## config.mk

```make
export PLATFORM = sky130hd
export DESIGN_NAME = pid_sequencer
export DESIGN_NICKNAME = d
export VERILOG_FILES = /design/src/rtl/pid_pkg.sv /design/src/rtl/pid_mul_unit.sv /design/src/rtl/pid_sequencer.sv
export SDC_FILE = /design/constraint.sdc
export NUM_CORES = 1
export LEC_CHECK = 0
export BUFFER_PORTS_ARGS = -buffer_cell sky130_fd_sc_hd__clkbuf_2
export CAP_MARGIN = 20
export CORE_MARGIN = 3
export CORE_UTILIZATION = 35
export CTS_CLUSTER_SIZE = 25
export DETAILED_ROUTE_END_ITERATION = 8
export GPL_TIMING_DRIVEN = 0
export PLACE_DENSITY_LB_ADDON = 0.12
export SLEW_MARGIN = 20
export SYNTH_ARGS = -nofsm -noshare
export SYNTH_HDL_FRONTEND = slang
export SYNTH_HIERARCHICAL = 1
export SYNTH_SLANG_ARGS = --single-unit
```

## constraint.sdc

```tcl
create_clock -name clk -period 11 [get_ports clk]
set_input_delay 1.65 -clock clk [delete_from_list [all_inputs] [get_ports clk]]
set_output_delay 1.65 -clock clk [all_outputs]
set_load 0.01 [all_outputs]
```

## src/rtl/pid_pkg.sv

```systemverilog
`default_nettype none
// ============================================================================
//  Module      : pid_pkg
//  Description : Shared types, default parameters and saturation helpers for
//                the time-multiplexed PID sequencer.
//  Revision    : 1.0 - initial release
// ============================================================================
package pid_pkg;

    localparam int                PID_WIDTH     = 16;
    localparam int                PID_FRAC      = 8;
    localparam logic signed [15:0] PID_INT_LIMIT = 16'sh3FFF;

    // Wide enough for the sum of three shifted 32-bit products without wrap.
    localparam int ACC_W = 34;

    localparam logic signed [ACC_W-1:0] c_sat_max = 34'sd32767;
    localparam logic signed [ACC_W-1:0] c_sat_min = -34'sd32768;

    typedef enum logic [2:0] {
        S_IDLE  = 3'd0,
        S_TERMS = 3'd1,
        S_MUL_P = 3'd2,
        S_MUL_I = 3'd3,
        S_MUL_D = 3'd4,
        S_SUM   = 3'd5,
        S_HOLD  = 3'd6
    } state_t;

    // Clamp a wide signed value into the 16-bit signed range.
    function automatic logic signed [PID_WIDTH-1:0] sat16(input logic signed [ACC_W-1:0] x);
        logic signed [ACC_W-1:0] y;
        if (x > c_sat_max)      y = c_sat_max;
        else if (x < c_sat_min) y = c_sat_min;
        else                    y = x;
        return y[PID_WIDTH-1:0];
    endfunction

    function automatic logic sat16_hit(input logic signed [ACC_W-1:0] x);
        return (x > c_sat_max) || (x < c_sat_min);
    endfunction

    // Symmetric clamp to +/-lim; lim always fits in 16 bits.
    function automatic logic signed [PID_WIDTH-1:0] clamp(input logic signed [ACC_W-1:0] x,
                                                          input logic signed [ACC_W-1:0] lim);
        logic signed [ACC_W-1:0] y;
        if (x > lim)       y = lim;
        else if (x < -lim) y = -lim;
        else               y = x;
        return y[PID_WIDTH-1:0];
    endfunction

    function automatic logic clamp_hit(input logic signed [ACC_W-1:0] x,
                                       input logic signed [ACC_W-1:0] lim);
        return (x > lim) || (x < -lim);
    endfunction

endpackage
`default_nettype wire

```

## src/rtl/pid_mul_unit.sv

```systemverilog
`default_nettype none
// ============================================================================
//  Module      : pid_mul_unit
//  Description : Shared signed WIDTHxWIDTH multiplier. Operands arrive from
//                registers through the sequencer's operand mux; the product is
//                arithmetic-shifted right by FRAC to drop the gain fraction.
//  Revision    : 1.0 - initial release
// ============================================================================
module pid_mul_unit
    import pid_pkg::*;
#(
    parameter int WIDTH = PID_WIDTH,
    parameter int FRAC  = PID_FRAC
) (
    input  logic signed [WIDTH-1:0]   i_a,
    input  logic signed [WIDTH-1:0]   i_b,
    output logic signed [2*WIDTH-1:0] o_p
);

    logic signed [2*WIDTH-1:0] w_full;

    // Full-precision product, then drop the fractional bits with floor rounding.
    always_comb begin
        w_full = (2*WIDTH)'(i_a) * (2*WIDTH)'(i_b);
        o_p    = w_full >>> FRAC;
    end

endmodule
`default_nettype wire

```

## src/rtl/pid_sequencer.sv

```systemverilog
`default_nettype none
// ============================================================================
//  Module      : pid_sequencer
//  Description : Control sequencer for a 16-bit PID loop. Latches one sample,
//                forms error/integral/derivative, runs the P, I and D products
//                through one multiplier, then saturates and hands the result
//                out over a valid/ready port.
//  Revision    : 1.0 - initial release
// ============================================================================
module pid_sequencer
    import pid_pkg::*;
#(
    parameter int                      WIDTH     = PID_WIDTH,
    parameter int                      FRAC      = PID_FRAC,
    parameter logic signed [WIDTH-1:0] INT_LIMIT = PID_INT_LIMIT
) (
    input  logic                    clk,
    input  logic                    reset_n,
    input  logic                    clear,
    input  logic signed [WIDTH-1:0] setpoint,
    input  logic signed [WIDTH-1:0] measured,
    input  logic                    in_valid,
    output logic                    in_ready,
    input  logic signed [WIDTH-1:0] kp,
    input  logic signed [WIDTH-1:0] ki,
    input  logic signed [WIDTH-1:0] kd,
    output logic signed [WIDTH-1:0] out,
    output logic                    out_valid,
    input  logic                    out_ready,
    output logic                    busy,
    output logic                    sat
);

    state_t r_state;
    state_t w_next_state;

    logic signed [WIDTH-1:0]   r_error;
    logic signed [WIDTH-1:0]   r_integral;
    logic signed [WIDTH-1:0]   r_prev_error;
    logic signed [WIDTH-1:0]   r_deriv;
    logic signed [WIDTH-1:0]   r_kp;
    logic signed [WIDTH-1:0]   r_ki;
    logic signed [WIDTH-1:0]   r_kd;
    logic signed [ACC_W-1:0]   r_acc;
    logic signed [WIDTH-1:0]   r_out;
    logic                      r_sat;
    logic                      r_clamp;    // any clamp seen so far for this sample

    logic signed [ACC_W-1:0]   w_err_wide;
    logic signed [ACC_W-1:0]   w_int_wide;
    logic signed [ACC_W-1:0]   w_der_wide;
    logic signed [ACC_W-1:0]   w_int_lim;
    logic signed [WIDTH-1:0]   w_mul_a;
    logic signed [WIDTH-1:0]   w_mul_b;
    logic signed [2*WIDTH-1:0] w_mul_p;

    // State register; clear aborts any sample in flight.
    always_ff @(posedge clk or negedge reset_n) begin
        if (!reset_n)   r_state <= S_IDLE;
        else if (clear) r_state <= S_IDLE;
        else            r_state <= w_next_state;
    end

    // Next-state sequencing and handshake outputs.
    always_comb begin
        w_next_state = r_state;
        in_ready     = 1'b0;
        out_valid    = 1'b0;
        busy         = 1'b1;
        case (r_state)
            S_IDLE: begin
                in_ready = 1'b1;
                busy     = 1'b0;
                if (in_valid) w_next_state = S_TERMS;
            end
            S_TERMS: w_next_state = S_MUL_P;
            S_MUL_P: w_next_state = S_MUL_I;
            S_MUL_I: w_next_state = S_MUL_D;
            S_MUL_D: w_next_state = S_SUM;
            S_SUM:   w_next_state = S_HOLD;
            S_HOLD: begin
                out_valid = 1'b1;
                if (out_ready) w_next_state = S_IDLE;
            end
            default: w_next_state = S_IDLE;
        endcase
    end

    // Wide intermediates so no subtraction or accumulation can wrap.
    always_comb begin
        w_err_wide = ACC_W'(setpoint) - ACC_W'(measured);
        w_int_wide = ACC_W'(r_integral) + ACC_W'(r_error);
        w_der_wide = ACC_W'(r_error) - ACC_W'(r_prev_error);
        w_int_lim  = ACC_W'(INT_LIMIT);
    end

    // Multiplier operand schedule: kp*error, ki*integral, kd*deriv.
    always_comb begin
        w_mul_a = r_kp;
        w_mul_b = r_error;
        case (r_state)
            S_MUL_I: begin
                w_mul_a = r_ki;
                w_mul_b = r_integral;
            end
            S_MUL_D: begin
                w_mul_a = r_kd;
                w_mul_b = r_deriv;
            end
            default: ;
        endcase
    end

    pid_mul_unit #(
        .WIDTH (WIDTH),
        .FRAC  (FRAC)
    ) u_mul (
        .i_a (w_mul_a),
        .i_b (w_mul_b),
        .o_p (w_mul_p)
    );

    // Datapath registers advanced by the current state.
    always_ff @(posedge clk or negedge reset_n) begin
        if (!reset_n) begin
            r_error      <= '0;
            r_integral   <= '0;
            r_prev_error <= '0;
            r_deriv      <= '0;
            r_kp         <= '0;
            r_ki         <= '0;
            r_kd         <= '0;
            r_acc        <= '0;
            r_out        <= '0;
            r_sat        <= 1'b0;
            r_clamp      <= 1'b0;
        end else if (clear) begin
            r_error      <= '0;
            r_integral   <= '0;
            r_prev_error <= '0;
            r_deriv      <= '0;
            r_kp         <= '0;
            r_ki         <= '0;
            r_kd         <= '0;
            r_acc        <= '0;
            r_out        <= '0;
            r_sat        <= 1'b0;
            r_clamp      <= 1'b0;
        end else begin
            case (r_state)
                S_IDLE: begin
                    if (in_valid) begin
                        r_error <= sat16(w_err_wide);
                        r_clamp <= sat16_hit(w_err_wide);
                        r_kp    <= kp;
                        r_ki    <= ki;
                        r_kd    <= kd;
                    end
                end
                S_TERMS: begin
                    r_integral   <= clamp(w_int_wide, w_int_lim);
                    r_deriv      <= sat16(w_der_wide);
                    r_prev_error <= r_error;
                    r_acc        <= '0;
                    r_clamp      <= r_clamp | clamp_hit(w_int_wide, w_int_lim)
                                            | sat16_hit(w_der_wide);
                end
                S_MUL_P, S_MUL_I, S_MUL_D: begin
                    r_acc <= r_acc + ACC_W'(w_mul_p);
                end
                S_SUM: begin
                    r_out <= sat16(r_acc);
                    r_sat <= r_clamp | sat16_hit(r_acc);
                end
                default: ;
            endcase
        end
    end

    assign out = r_out;
    assign sat = r_sat & out_valid;

endmodule
`default_nettype wire

```

# Word-level counts from Yosys, hierarchy flattened
# Index checks and enable logic that the tools add are counted.
[word_totals]
in_bits = 85
ff_bits = 167
output_inout_bits = 20
wordCells = 96
[classes]
muxes = 44
add_sub_neg = 4
bitwise = 4
mul = 1
reduce_logical = 15
magnitude_cmp = 8
n_eq_ne = 8
[op_table]
columns = ["op", "n"]
rows = [
  ["$mux 16", 28],
  ["$pmux 34 s2", 1],
  ["$pmux 16 s2", 2],
  ["$add 34x24->34", 1],
  ["$gt 17x16->1 const B", 2],
  ["$gt 34x16->1 const B", 1],
  ["$lt 17x16->1 const B", 2],
  ["$lt 34x16->1 const B", 1],
  ["$mux 34", 1],
  ["$sub 16x16->17", 2],
  ["$mul 16x16->32", 1],
  ["$pmux 3 s7", 1],
  ["$add 16x16->17", 1],
  ["$gt 17x15->1 const B", 1],
  ["$lt 17x15->1 const B", 1],
  ["$eq 3x3->1 const B", 3],
  ["$mux 3", 3],
  ["$reduce_bool 2->1", 4],
  ["$mux 1", 7],
  ["$eq 3x2->1 const B", 2],
  ["$ne 3x3->1 const B", 2],
  ["$reduce_and 2->1", 3],
  ["$reduce_bool 3->1", 2],
  ["$logic_or 1x1->1", 4],
  ["6 further kinds", 8],
]

# Longest topological paths before layout
# Gate-level depths: netlist of run 1.
[logic_depth]
word_depth = 7
depth_mapped = 40
depth_no_buf = 37

# Modules after synthesis
# Netlist of run 1, hierarchy kept.
[modules_own_cells]
columns = ["mod", "instances", "cells_each", "area_each_um2"]
rows = [
  ["pid_sequencer", 1, 1317, 11158.2],
  ["pid_mul_unit", 1, 1150, 10060.9],
]

# Worst setup path before layout of run 1
# OpenSTA, ideal clock, no wires.
[synth_path]
path_type = "flip-flop to flip-flop"
start = "reg r_state[1]"
end = "reg r_acc[33]"
period_less_slack_ns = 9.881
path_stages_with_launch = 34
n_path_buf = 4
t_arrival_ns = 9.757
setup_slack_ns = 1.119
setup_ns = 0.124
path_cell_list = "dfrtp_1 > clkbuf_1 > nor3_1 > clkbuf_1 > a22oi_1 > nand2_1 > clkbuf_1 > nand2_1 > fa_1 > inv_1 > fa_1 > fa_1 > fa_1 > fa_1 > inv_1 > fa_1 > inv_1 > ha_1 > a21o_1 > a21o_1 > a21oi_1 > nand4_1 > o221ai_2 > nor2_1 > a311oi_1 > buf_4 > ha_1 > a21o_1 > a21oi_1 > and2_1 > a211oi_1 > or4_1 > and3_1 > a211o_1"
[synth_via]
elab_chain_cells = 6
word_cells_on_any_way = 12
classes_between = "1 x add/sub; 1 x mul; 4 x eq/ne; 4 x mux; 2 x reduce/logical"
[synth_rtl]
columns = ["element", "line", "rtl"]
rows = [
  ["start, declared", "pid_sequencer.sv:34", "state_t r_state;"],
  ["start signal, assigned", "pid_sequencer.sv:61", "else r_state <= w_next_state;"],
  ["$eq 3x3->1 or $eq 3x2->1 (tied branches)", "pid_sequencer.sv:101", "case (r_state)"],
  ["$pmux 16 s2 *", "pid_sequencer.sv:101", ""],
  ["net w_mul_a[15]", "pid_sequencer.sv:53", "logic signed [WIDTH-1:0] w_mul_a;"],
  ["$mul 16x16->32 *", "pid_mul_unit.sv:24", "w_full = (2*WIDTH)'(i_a) * (2*WIDTH)'(i_b);"],
  ["net w_mul_p[23]", "pid_sequencer.sv:55", "logic signed [2*WIDTH-1:0] w_mul_p;"],
  ["$add 34x24->34 *", "pid_sequencer.sv:169", "r_acc <= r_acc + ACC_W'(w_mul_p);"],
  ["$pmux 34 s2 *", "pid_sequencer.sv:150", "case (r_state)"],
  ["$mux 34 *", "pid_sequencer.sv:137", "end else if (clear) begin"],
  ["end signal, assigned", "pid_sequencer.sv:169", ""],
  ["end, declared", "pid_sequencer.sv:44", "logic signed [ACC_W-1:0] r_acc;"],
]
# The timed path passes the listed nets; every way through them passes the cells marked *.
# A chain may end at the register's enable or synchronous reset.

# Worst setup path in the final report of run 1
[layout_path]
start = "reg r_state[2]"
end = "reg r_acc[33]"
# Same word-level chain as after synthesis.

==> flow_metrics.py, run 1 <==
metrics = {
    "outcome": {
        "outcome": "completed",
    },
    "floorplanning": {
        "fp.dieW_um": 252,
        "core_mm2": 0.0595,
        "dieArea_mm2": 0.0636,
        "boundaryPins": 105,
        "fp-row-count": 89,
        "start_util": 0.357,
        "die_h_um": 252,
    },
    "route": {
        "wl_mm": 66.8,
        "dr.pass1.iters": 5,
        "drt_iter0_drc": 1105,
        "vias_per_cell": 5.17,
        "wire_per_inst_um": 19.8,
        "ant_nets": 0,
        "drc": 0,
        "num_vias": 17500,
    },
    "yosys": {
        "synth_cell_type_count": 80,
        "ys.flop_type": "dfrtp_1",
        "ys_ff_latch": 167,
        "ys_seq_area_frac": 0.197,
        "syn_nets": 2977,
        "async_reset_ff_frac": 1.00,
        "synth_edf_count": 0,
        "syn_avg_cell_area_um2": 8.60,
        "syn_area_mm2": 0.0212,
        "ys_warn_count": 6,
        "synthCells": 2467,
    },
    "timing": {
        "relSlewSlack": 0.382,
        "period_needed_ns": 10.52,
        "tightest_slew_ns": 0.920,
        "fin_ws_ns": 0.481,
        "setup_viol": 0,
        "holdWs_ns": 0.487,
        "period_share": 0.956,
        "clock.fmax_mhz": 95.1,
        "finalMaxSlewViolations": 0,
        "final.setup_skew_ns": 0.0155,
        "finalHoldViolations": 0,
    },
    "pwr": {
        "vdd_ir_drop_max_mv": 0.111,
        "p_sw_frac": 0.488,
        "p_leak_nw": 11.7,
        "combPwrFrac": 0.626,
        "p_clk_frac": 0.169,
        "power.density_mw_per_mm2": 162,
        "p_sw_mw": 1.86,
        "seqPwrFrac": 0.205,
        "p_int_mw": 1.95,
    },
    "critical_path": {
        "r2r_cells": 36,
        "slowest_stage": "fa_1",
        "r2r_setup_slack_ns": 0.48,
        "end_kind": "flop",
        "crit_path_max_incr_delay_ns": 0.55,
        "path_common_cell": "fa_1",
        "required_ns": 11.38,
        "rr_startpoint": "r_state[2]",
        "path_delay_family": "adder cells",
        "reg2reg_to": "r_acc[33]",
        "cp_max_fo": 10,
        "critPathLaunchType": "flop",
        "crit_buf_inv": 8,
        "worstPathArrival_ns": 10.90,
        "critical_path_class": "reg2reg",
    },
    "hold_path": {
        "holdCritStartpoint": "out[3]",
        "whs_endpoint": "out[3]",
        "hold_path_class": "reg2reg",
        "min_path_cells": 2,
    },
    "cts": {
        "cts_buffer_depth": 2,
        "cts_root_buf": "clkbuf_16",
        "cts_hold_buffers": 0,
        "cts_made_buffers": 17,
        "cts_tree": "built",
        "path_clk_slew_ns": 0.08,
        "htree_levels": 4,
        "clock-sinks": 167,
        "insertion_delay_ns": 0.49,
    },
    "placed_design": {
        "dpl.hpwl_mm": 54.8,
        "portBuffers": 104,
        "place_ws_ns": -0.977,
        "place_congestion": 0.909,
        "dpl.cell_count": 3347,
    },
    "grt": {
        "grt_pass1_wl_mm": 107,
        "grt_max_degree": 64,
        "grt_pass1_vias": 18200,
        "grt_antenna_before_repair": 1,
        "grt_overflow": 0,
        "grtUsageTotal": 0.219,
    },
    "cells_and_area": {
        "fin_cells": 3378,
        "antenna_cells": 0,
        "syn_to_final_growth_pct": 10.7,
        "drive_gt1_frac": 0.0841,
        "nets": 3102,
    },
    "flow_run": {
        "maxCapViolCount": 0,
    },
}
## synth_stat cells (10+ instances only)
| cell | n | area [um2] |
|---|---|---|
| inv_1 | 402 | 1510 |
| nand2_1 | 396 | 1490 |
| fa_1 | 265 | 5310 |
| dfrtp_1 | 167 | 4180 |
| a21oi_1 | 165 | 826 |
| ha_1 | 160 | 2000 |
| and2_1 | 132 | 826 |
| nor2_1 | 97 | 364 |
| clkbuf_1 | 87 | 327 |
| o21ai_0 | 80 | 400 |
| xnor2_1 | 56 | 490 |
| a21o_1 | 42 | 315 |
| a221o_1 | 37 | 370 |
| a22oi_1 | 30 | 225 |
| nor3_1 | 27 | 135 |
| xor2_1 | 26 | 228 |
| o21a_1 | 24 | 180 |
| nand2b_1 | 19 | 119 |
| nand3_1 | 17 | 85.1 |
| nor2b_1 | 17 | 106 |
| or3_1 | 15 | 93.8 |
| a211oi_1 | 14 | 105 |
| nand4_1 | 12 | 75.1 |
| a211o_1 | 11 | 96.3 |
| and3_1 | 11 | 68.8 |
| o211ai_1 | 11 | 82.6 |
| a22o_1 | 10 | 87.6 |
## power groups by stage
stage	clock network, mW	logic, mW	registers (mW)
after global routing	0.683	2.71	0.791
after global placement	0	2.33	0.788
after CTS	0.658	2.39	0.778
final	0.642	2.38	0.782
after floorplan	0	1.71	0.748
after detailed placement	0	2.36	0.789
## routing by layer
metal / vias up / share of wire / track usage
li1: 8308 / - / -
met5: - / 0 / 0
met1: 8634 / 0.49 / 0.325
met4: 0 / 0.019 / 0.0522
met2: 442 / 0.43 / 0.331
met3: 68 / 0.062 / 0.0412
## kinds of logic (layout without fill, tap and decap cells)
group | Yosys count | count (layout) | share of synthesized area
AO/OA/AOI/OAI | 511 | 511 | 0.163
buffers and inverters | 505 | 643 | 0.0912
adder cells (fa/ha/maj) | 425 | 425 | 0.344
multiplexers | 1 | 1 | 0.000472
XOR/XNOR | 82 | 82 | 0.0338
AND/OR/NAND/NOR | 776 | 776 | 0.170
flip-flops | 167 | 167 | 0.197
## tightest hold or removal path: stages (launching register included)
cell	delay, ns
dfrtp_1	0.35
nand2_1	0.05
o21ai_0	0.06
## registers in the layout, summed over array words and instances (netlist names)
name and flops:
r_kp 16, r_sat 1, r_prev_error 16, r_ki 16, r_clamp 1, out 16
r_deriv 16, r_kd 16, r_acc 34, r_integral 16, r_state 3, r_error 16
## placed cells by master (no fill, tap or decap), types with 5 or more instances in the layout
| cell | netlist | final |
|---|---|---|
| ha_1 | 160 | 160 |
| o21ai_0 | 80 | 80 |
| a22oi_1 | 30 | 29 |
| o211ai_1 | 11 | 11 |
| nand4_1 | 12 | 12 |
| buf_4 | 8 | 9 |
| clkbuf_2 | 0 | 129 |
| nor2_1 | 97 | 97 |
| o21a_1 | 24 | 24 |
| a21oi_1 | 165 | 165 |
| inv_1 | 402 | 402 |
| o21bai_1 | 8 | 8 |
| clkbuf_1 | 87 | 57 |
| a211o_1 | 11 | 11 |
| nand3_1 | 17 | 17 |
| o31ai_1 | 8 | 8 |
| or2_2 | 6 | 6 |
| xnor2_1 | 56 | 56 |
| nor2b_1 | 17 | 17 |
| clkbuf_16 | 0 | 17 |
| dfrtp_1 | 167 | 166 |
| xor2_1 | 26 | 26 |
| nand2_2 | 0 | 5 |
| nand3b_1 | 7 | 7 |
| buf_2 | 2 | 6 |
| nor3_1 | 27 | 26 |
| a22o_1 | 10 | 10 |
| o21ai_1 | 5 | 5 |
| or3_1 | 15 | 15 |
| nor4_1 | 5 | 5 |
| a31oi_1 | 5 | 5 |
| and2_1 | 132 | 132 |
| a221o_1 | 37 | 37 |
| fa_1 | 265 | 264 |
| nand2_1 | 396 | 391 |
| a21o_1 | 42 | 42 |
| and3_1 | 11 | 10 |
| a211oi_1 | 14 | 13 |
| nand2b_1 | 19 | 19 |
## worst max path at each step
stage / from / end / slack [ns] / depth (start not counted)
after global placement: r_state[1] / r_acc[33] / -1.59 / 33
after CTS: r_state[1] / r_acc[33] / 0.02 / 37
after global routing: r_state[0] / r_acc[33] / -0.02 / 35
final: r_state[2] / r_acc[33] / 0.48 / 36
after floorplan: r_state[1] / r_acc[33] / 1.12 / 33
after detailed placement: r_state[1] / r_acc[33] / -0.98 / 32
## timing repair
action,4_1_cts,5_1_grt
endpoints found under the setup margin,15,8
resized for setup,32,23
buffers inserted,0,1
pin swaps,0,2
endpoints found under the hold margin,0,0
## stage by stage
| step | setup TNS, ns | utilization | power [mW] | instance area [um2] |
|---|---|---|---|---|
| 6_report | 0 | 0.395 | 3.81 | 23500 |
| 4_1_cts | 0 | 0.394 | 3.82 | 23400 |
| 5_1_grt | -0.0235 | 0.395 | 4.18 | 23500 |
| 3_5_place_dp | -5.08 | 0.383 | 3.15 | 22800 |
| 2_1_floorplan | 0 | - | 2.46 | 21200 |
| 3_3_place_gp | -10.99 | 0.382 | 3.12 | 22700 |
## cell type report
class,instances,area (um2)
plain buffers,101,460
well taps,773,967
multi-input cells,1795,15200
clock buffers,20,457
fillers,6224,36000
repair buffers,108,612
flip-flops and latches,167,4180
inverters,402,1510
clock inverters,12,141
Power figures use the tool's default switching activity.
==> run 2, diff against run 1 <==
- GPL_TIMING_DRIVEN: 0 -> 1
==> flow_metrics.py, run 2 (same netlist as run 1, synthesis figures left out) <==
metrics = {
    "outcome": {
        "outcome": "completed",
    },
    "cts": {
        "post_cts_buffers": 0,
        "cts_root_buf": "clkbuf_16",
        "clock-sinks": 167,
        "insertion_delay_ns": 0.50,
        "path_clk_slew_ns": 0.09,
        "htree_levels": 4,
        "cts_buffer_depth": 2,
        "cts_made_buffers": 17,
        "cts_tree": "built",
    },
    "grt": {
        "grt_overflow": 0,
        "grt_pass1_vias": 17700,
        "grtUsageTotal": 0.207,
        "grt_pass1_wl_mm": 102,
        "grt_max_degree": 72,
        "grt_antenna_before_repair": 0,
    },
    "timing": {
        "holdWs_ns": 0.496,
        "clock.fmax_mhz": 95.3,
        "setup_viol": 0,
        "final.setup_skew_ns": 0.0223,
        "rsz0062_at_grt": "false",
        "finalHoldViolations": 0,
        "period_share": 0.953,
        "tightest_slew_ns": 1.10,
        "relSlewSlack": 0.263,
        "fin_tns_setup_ns": 0,
        "period_needed_ns": 10.49,
        "finalMaxSlewViolations": 0,
        "fin_ws_ns": 0.512,
    },
    "placed_design": {
        "dpl.hpwl_mm": 51.4,
        "place_congestion": 0.885,
        "portBuffers": 104,
        "place_ws_ns": 0.719,
    },
    "floorplanning": {
        "boundaryPins": 105,
        "fp.dieW_um": 252,
        "start_util": 0.357,
        "fp-row-count": 89,
        "dieArea_mm2": 0.0636,
        "die_h_um": 252,
        "core_mm2": 0.0595,
    },
    "cells_and_area": {
        "num-fill-cells": 6162,
        "drive_gt1_frac": 0.0855,
        "layout_commonest_cell": "inv_1",
        "largest_reg_flops": 34,
        "largest-register": "r_acc",
        "syn_to_final_growth_pct": 9.87,
        "nets": 3047,
        "antenna_cells": 0,
        "final_cell_mix": "402 x inv_1, 394 x nand2_1, 265 x fa_1, 167 x dfrtp_1, 164 x a21oi_1",
    },
    "route": {
        "ant_nets": 0,
        "wl_mm": 63.0,
        "vias_per_cell": 5.14,
        "num_vias": 17100,
        "drc": 0,
        "dr.pass1.iters": 7,
        "wire_per_inst_um": 19.0,
        "drt_iter0_drc": 1009,
    },
    "critical_path": {
        "end_kind": "flop",
        "path_delay_family": "adder cells",
        "critPathLaunchType": "flop",
        "crit_buf_inv": 7,
        "required_ns": 11.39,
        "slowest_stage": "fa_1",
        "cp_max_fo": 35,
        "critical_path_class": "reg2reg",
        "worstPathArrival_ns": 10.88,
        "path_common_cell": "fa_1",
        "crit_path_max_incr_delay_ns": 0.57,
    },
    "flow_run": {
        "maxCapViolCount": 0,
    },
    "pwr": {
        "p_sw_mw": 1.83,
        "power.density_mw_per_mm2": 160,
        "p_clk_frac": 0.171,
        "vdd_ir_drop_max_mv": 0.132,
        "power.total_mw": 3.73,
        "p_sw_frac": 0.490,
        "p_int_mw": 1.90,
        "combPwrFrac": 0.617,
        "seqPwrFrac": 0.212,
        "p_leak_nw": 11.7,
    },
    "hold_path": {
        "hold_path_class": "reg2reg",
    },
}
==> run 2: final cells by class <==
type	count	area [um2]	area share
Clock buffer	17	425	0.0182
Clock inverter	15	185	0.00794
Inverter	402	1510	0.0647
Multi-Input combinational cell	1795	15100	0.649
Sequential cell	167	4180	0.179
Tap cell	773	967	0.0415
Timing Repair Buffer	154	917	0.0393
==> run 2: timing repair <==
action                                  in CTS  in global routing
endpoints found under the setup margin       0                  1
hold buffers                                 0                  0
resized for setup                            0                  3
endpoints found under the hold margin        0                  0
==> run 2: power groups by stage <==
stage          combinational [mW]  sequential, mW  clock (mW)
2_1_floorplan                1.71           0.748           0
3_3_place_gp                 2.26           0.801           0
3_5_place_dp                 2.27           0.799           0
4_1_cts                      2.30           0.788       0.663
5_1_grt                      2.61           0.800       0.682
6_report                     2.30           0.790       0.637
==> run 2: final timing paths <==
path | from | endpoint | slack [ns] | cells past startpoint
max | r_state[2] | r_acc[33] | 0.51 | 35
min | r_sat | r_sat | 0.50 | 2
max reg2reg | r_state[2] | r_acc[33] | 0.51 | 35
min reg2reg | r_sat | r_sat | 0.50 | 2
max in group asynchronous | reset_n | r_acc[32] | 8.67 | 2
min in group asynchronous | reset_n | r_error[10] | 1.05 | 1
==> run 2: worst register-to-register path: cells and delay by family, from the launching register on <==
family,cells,cell delay (ns)
flip-flops,1,0.49
adder cells (fa/ha/maj),8,3.87
AND/OR/NAND/NOR,7,1.84
AO/OA/AOI/OAI,13,3.38
buffers and inverters,7,0.81
==> run 2: metrics by stage <==
step	util	area (um2)	std cells
5_1_grt	0.392	23300	3323
3_5_place_dp	0.381	22700	3290
2_1_floorplan	-	21200	2467
4_1_cts	0.392	23300	3322
3_3_place_gp	0.381	22700	3289
6_report	0.392	23300	3323
==> run 2: per-layer routing <==
metal	track usage	wire length (um)
met5	0	0
met4	0.0480	1030
met3	0.0495	4150
met2	0.299	26400
met1	0.311	31400
==> run 3, diff against run 2 <==
==> constraint.sdc (replaced) <==
create_clock -name clk -period 11 [get_ports clk]
set_input_delay 0.55 -clock clk [delete_from_list [all_inputs] [get_ports clk]]
set_output_delay 0.55 -clock clk [all_outputs]
set_load 0.01 [all_outputs]
==> flow_metrics.py, run 3 (same netlist as run 1, synthesis figures left out) <==
metrics = {
    "timing": {
        "rsz0062_at_grt": "false",
        "relSlewSlack": 0.310,
        "fin_tns_setup_ns": 0,
        "period_share": 0.950,
        "clock.fmax_mhz": 95.7,
        "finalMaxSlewViolations": 0,
        "setup_viol": 0,
        "final.setup_skew_ns": 0.0226,
        "tightest_slew_ns": 1.03,
        "finalHoldViolations": 0,
        "period_needed_ns": 10.45,
    },
    "critical_path": {
        "required_ns": 11.39,
        "path_common_cell": "fa_1",
        "crit_buf_inv": 7,
        "critPathLaunchType": "flop",
        "cp_max_fo": 35,
        "path_delay_family": "adder cells",
        "slowest_stage": "fa_1",
        "end_kind": "flop",
        "worstPathArrival_ns": 10.84,
        "critical_path_class": "reg2reg",
        "crit_path_max_incr_delay_ns": 0.57,
    },
    "cells_and_area": {
        "largest_reg_flops": 34,
        "antenna_cells": 0,
        "drive_gt1_frac": 0.0855,
        "final_cell_mix": "402 x inv_1, 394 x nand2_1, 265 x fa_1, 167 x dfrtp_1, 164 x a21oi_1",
        "utilization": 0.392,
        "num-fill-cells": 6161,
        "layout_commonest_cell": "inv_1",
        "nets": 3048,
        "final_area_mm2": 0.0233,
        "fin_cells": 3324,
        "largest-register": "r_acc",
        "syn_to_final_growth_pct": 9.92,
    },
    "route": {
        "wire_per_inst_um": 19.0,
        "num_vias": 17100,
        "dr.pass1.iters": 5,
        "wl_mm": 63.0,
        "vias_per_cell": 5.14,
        "drt_iter0_drc": 1085,
        "ant_nets": 0,
        "drc": 0,
    },
    "floorplanning": {
        "core_mm2": 0.0595,
        "fp-row-count": 89,
        "start_util": 0.357,
        "die_h_um": 252,
        "boundaryPins": 105,
        "dieArea_mm2": 0.0636,
        "fp.dieW_um": 252,
    },
    "cts": {
        "post_cts_buffers": 0,
        "clock-sinks": 167,
        "cts_buffer_depth": 2,
        "insertion_delay_ns": 0.50,
        "htree_levels": 4,
        "cts_root_buf": "clkbuf_16",
        "cts_made_buffers": 17,
        "path_clk_slew_ns": 0.09,
        "cts_tree": "built",
    },
    "pwr": {
        "p_leak_nw": 11.7,
        "power.density_mw_per_mm2": 160,
        "p_int_mw": 1.90,
        "combPwrFrac": 0.617,
        "p_sw_frac": 0.490,
        "p_sw_mw": 1.83,
        "seqPwrFrac": 0.212,
        "p_clk_frac": 0.171,
        "vdd_ir_drop_max_mv": 0.133,
    },
    "grt": {
        "grtUsageTotal": 0.207,
        "grt_overflow": 0,
        "grt_antenna_before_repair": 0,
        "grt_pass1_wl_mm": 102,
        "grt_max_degree": 72,
        "grt_pass1_vias": 17800,
    },
    "placed_design": {
        "dpl.hpwl_mm": 51.4,
        "placed_area_mm2": 0.0227,
        "dpl.cell_count": 3290,
        "portBuffers": 104,
        "place_congestion": 0.885,
    },
    "flow_run": {
        "maxCapViolCount": 0,
    },
    "outcome": {
        "outcome": "completed",
    },
    "hold_path": {
        "hold_path_class": "in2reg",
    },
}
run 3: cell types whose count changed in the layout (fill, tap and decap cells not counted), sizes merged:
cell and change:
dlygate4sd3 +1
run 3: layout make-up:
type                            count  area (um2)  area share
Clock buffer                       17         425      0.0182
Clock inverter                     15         185     0.00794
Inverter                          402        1510      0.0647
Multi-Input combinational cell   1795       15100       0.649
Sequential cell                   167        4180       0.179
Tap cell                          773         967      0.0415
Timing Repair Buffer              155         927      0.0398
run 3: metrics by stage:
stage                     hold slack [ns]  setup slack, ns  total power, mW
after detailed placement            0.470            0.719             3.07
after global placement              0.468            0.773             3.06
after floorplan                     0.254             1.12             2.46
final                               0.269            0.555             3.73
after CTS                           0.236            0.668             3.75
after global routing                0.269           0.0363             4.09
run 3: metal layers:
| metal | track usage | share of wire |
|---|---|---|
| met5 | 0 | 0 |
| met4 | 0.0480 | 0.016 |
| met3 | 0.0495 | 0.069 |
| met2 | 0.299 | 0.42 |
| met1 | 0.311 | 0.49 |
run 3: tightest hold or removal path: stages:
cell      delay, ns
clkbuf_2       0.08
nand2_1        0.05
a21oi_1        0.05
run 3: worst paths after layout:
check                      startpoint          end  slack, ns  cells after the start
setup / recovery           r_state[2]    r_acc[33]       0.55                     35
hold / removal                 ki[14]     r_ki[14]       0.27                      3
setup reg to reg           r_state[2]    r_acc[33]       0.55                     35
hold reg to reg                 r_sat        r_sat       0.50                      2
max in group asynchronous     reset_n    r_acc[32]       9.19                      3
min in group asynchronous     reset_n  r_error[10]       0.52                      2
run 3: what timing repair did:
action | CTS | global route
setup endpoints to repair | 0 | 1
gates resized for setup | 0 | 3
hold buffers | 1 | 0
hold endpoints to repair | 34 | 0
run 3: power groups by stage:
stage	Clock [mW]	Combinational (mW)	Sequential (mW)
4_1_cts	0.663	2.30	0.788
5_1_grt	0.682	2.61	0.800
3_3_place_gp	0	2.26	0.801
2_1_floorplan	0	1.71	0.748
3_5_place_dp	0	2.27	0.799
6_report	0.638	2.30	0.790
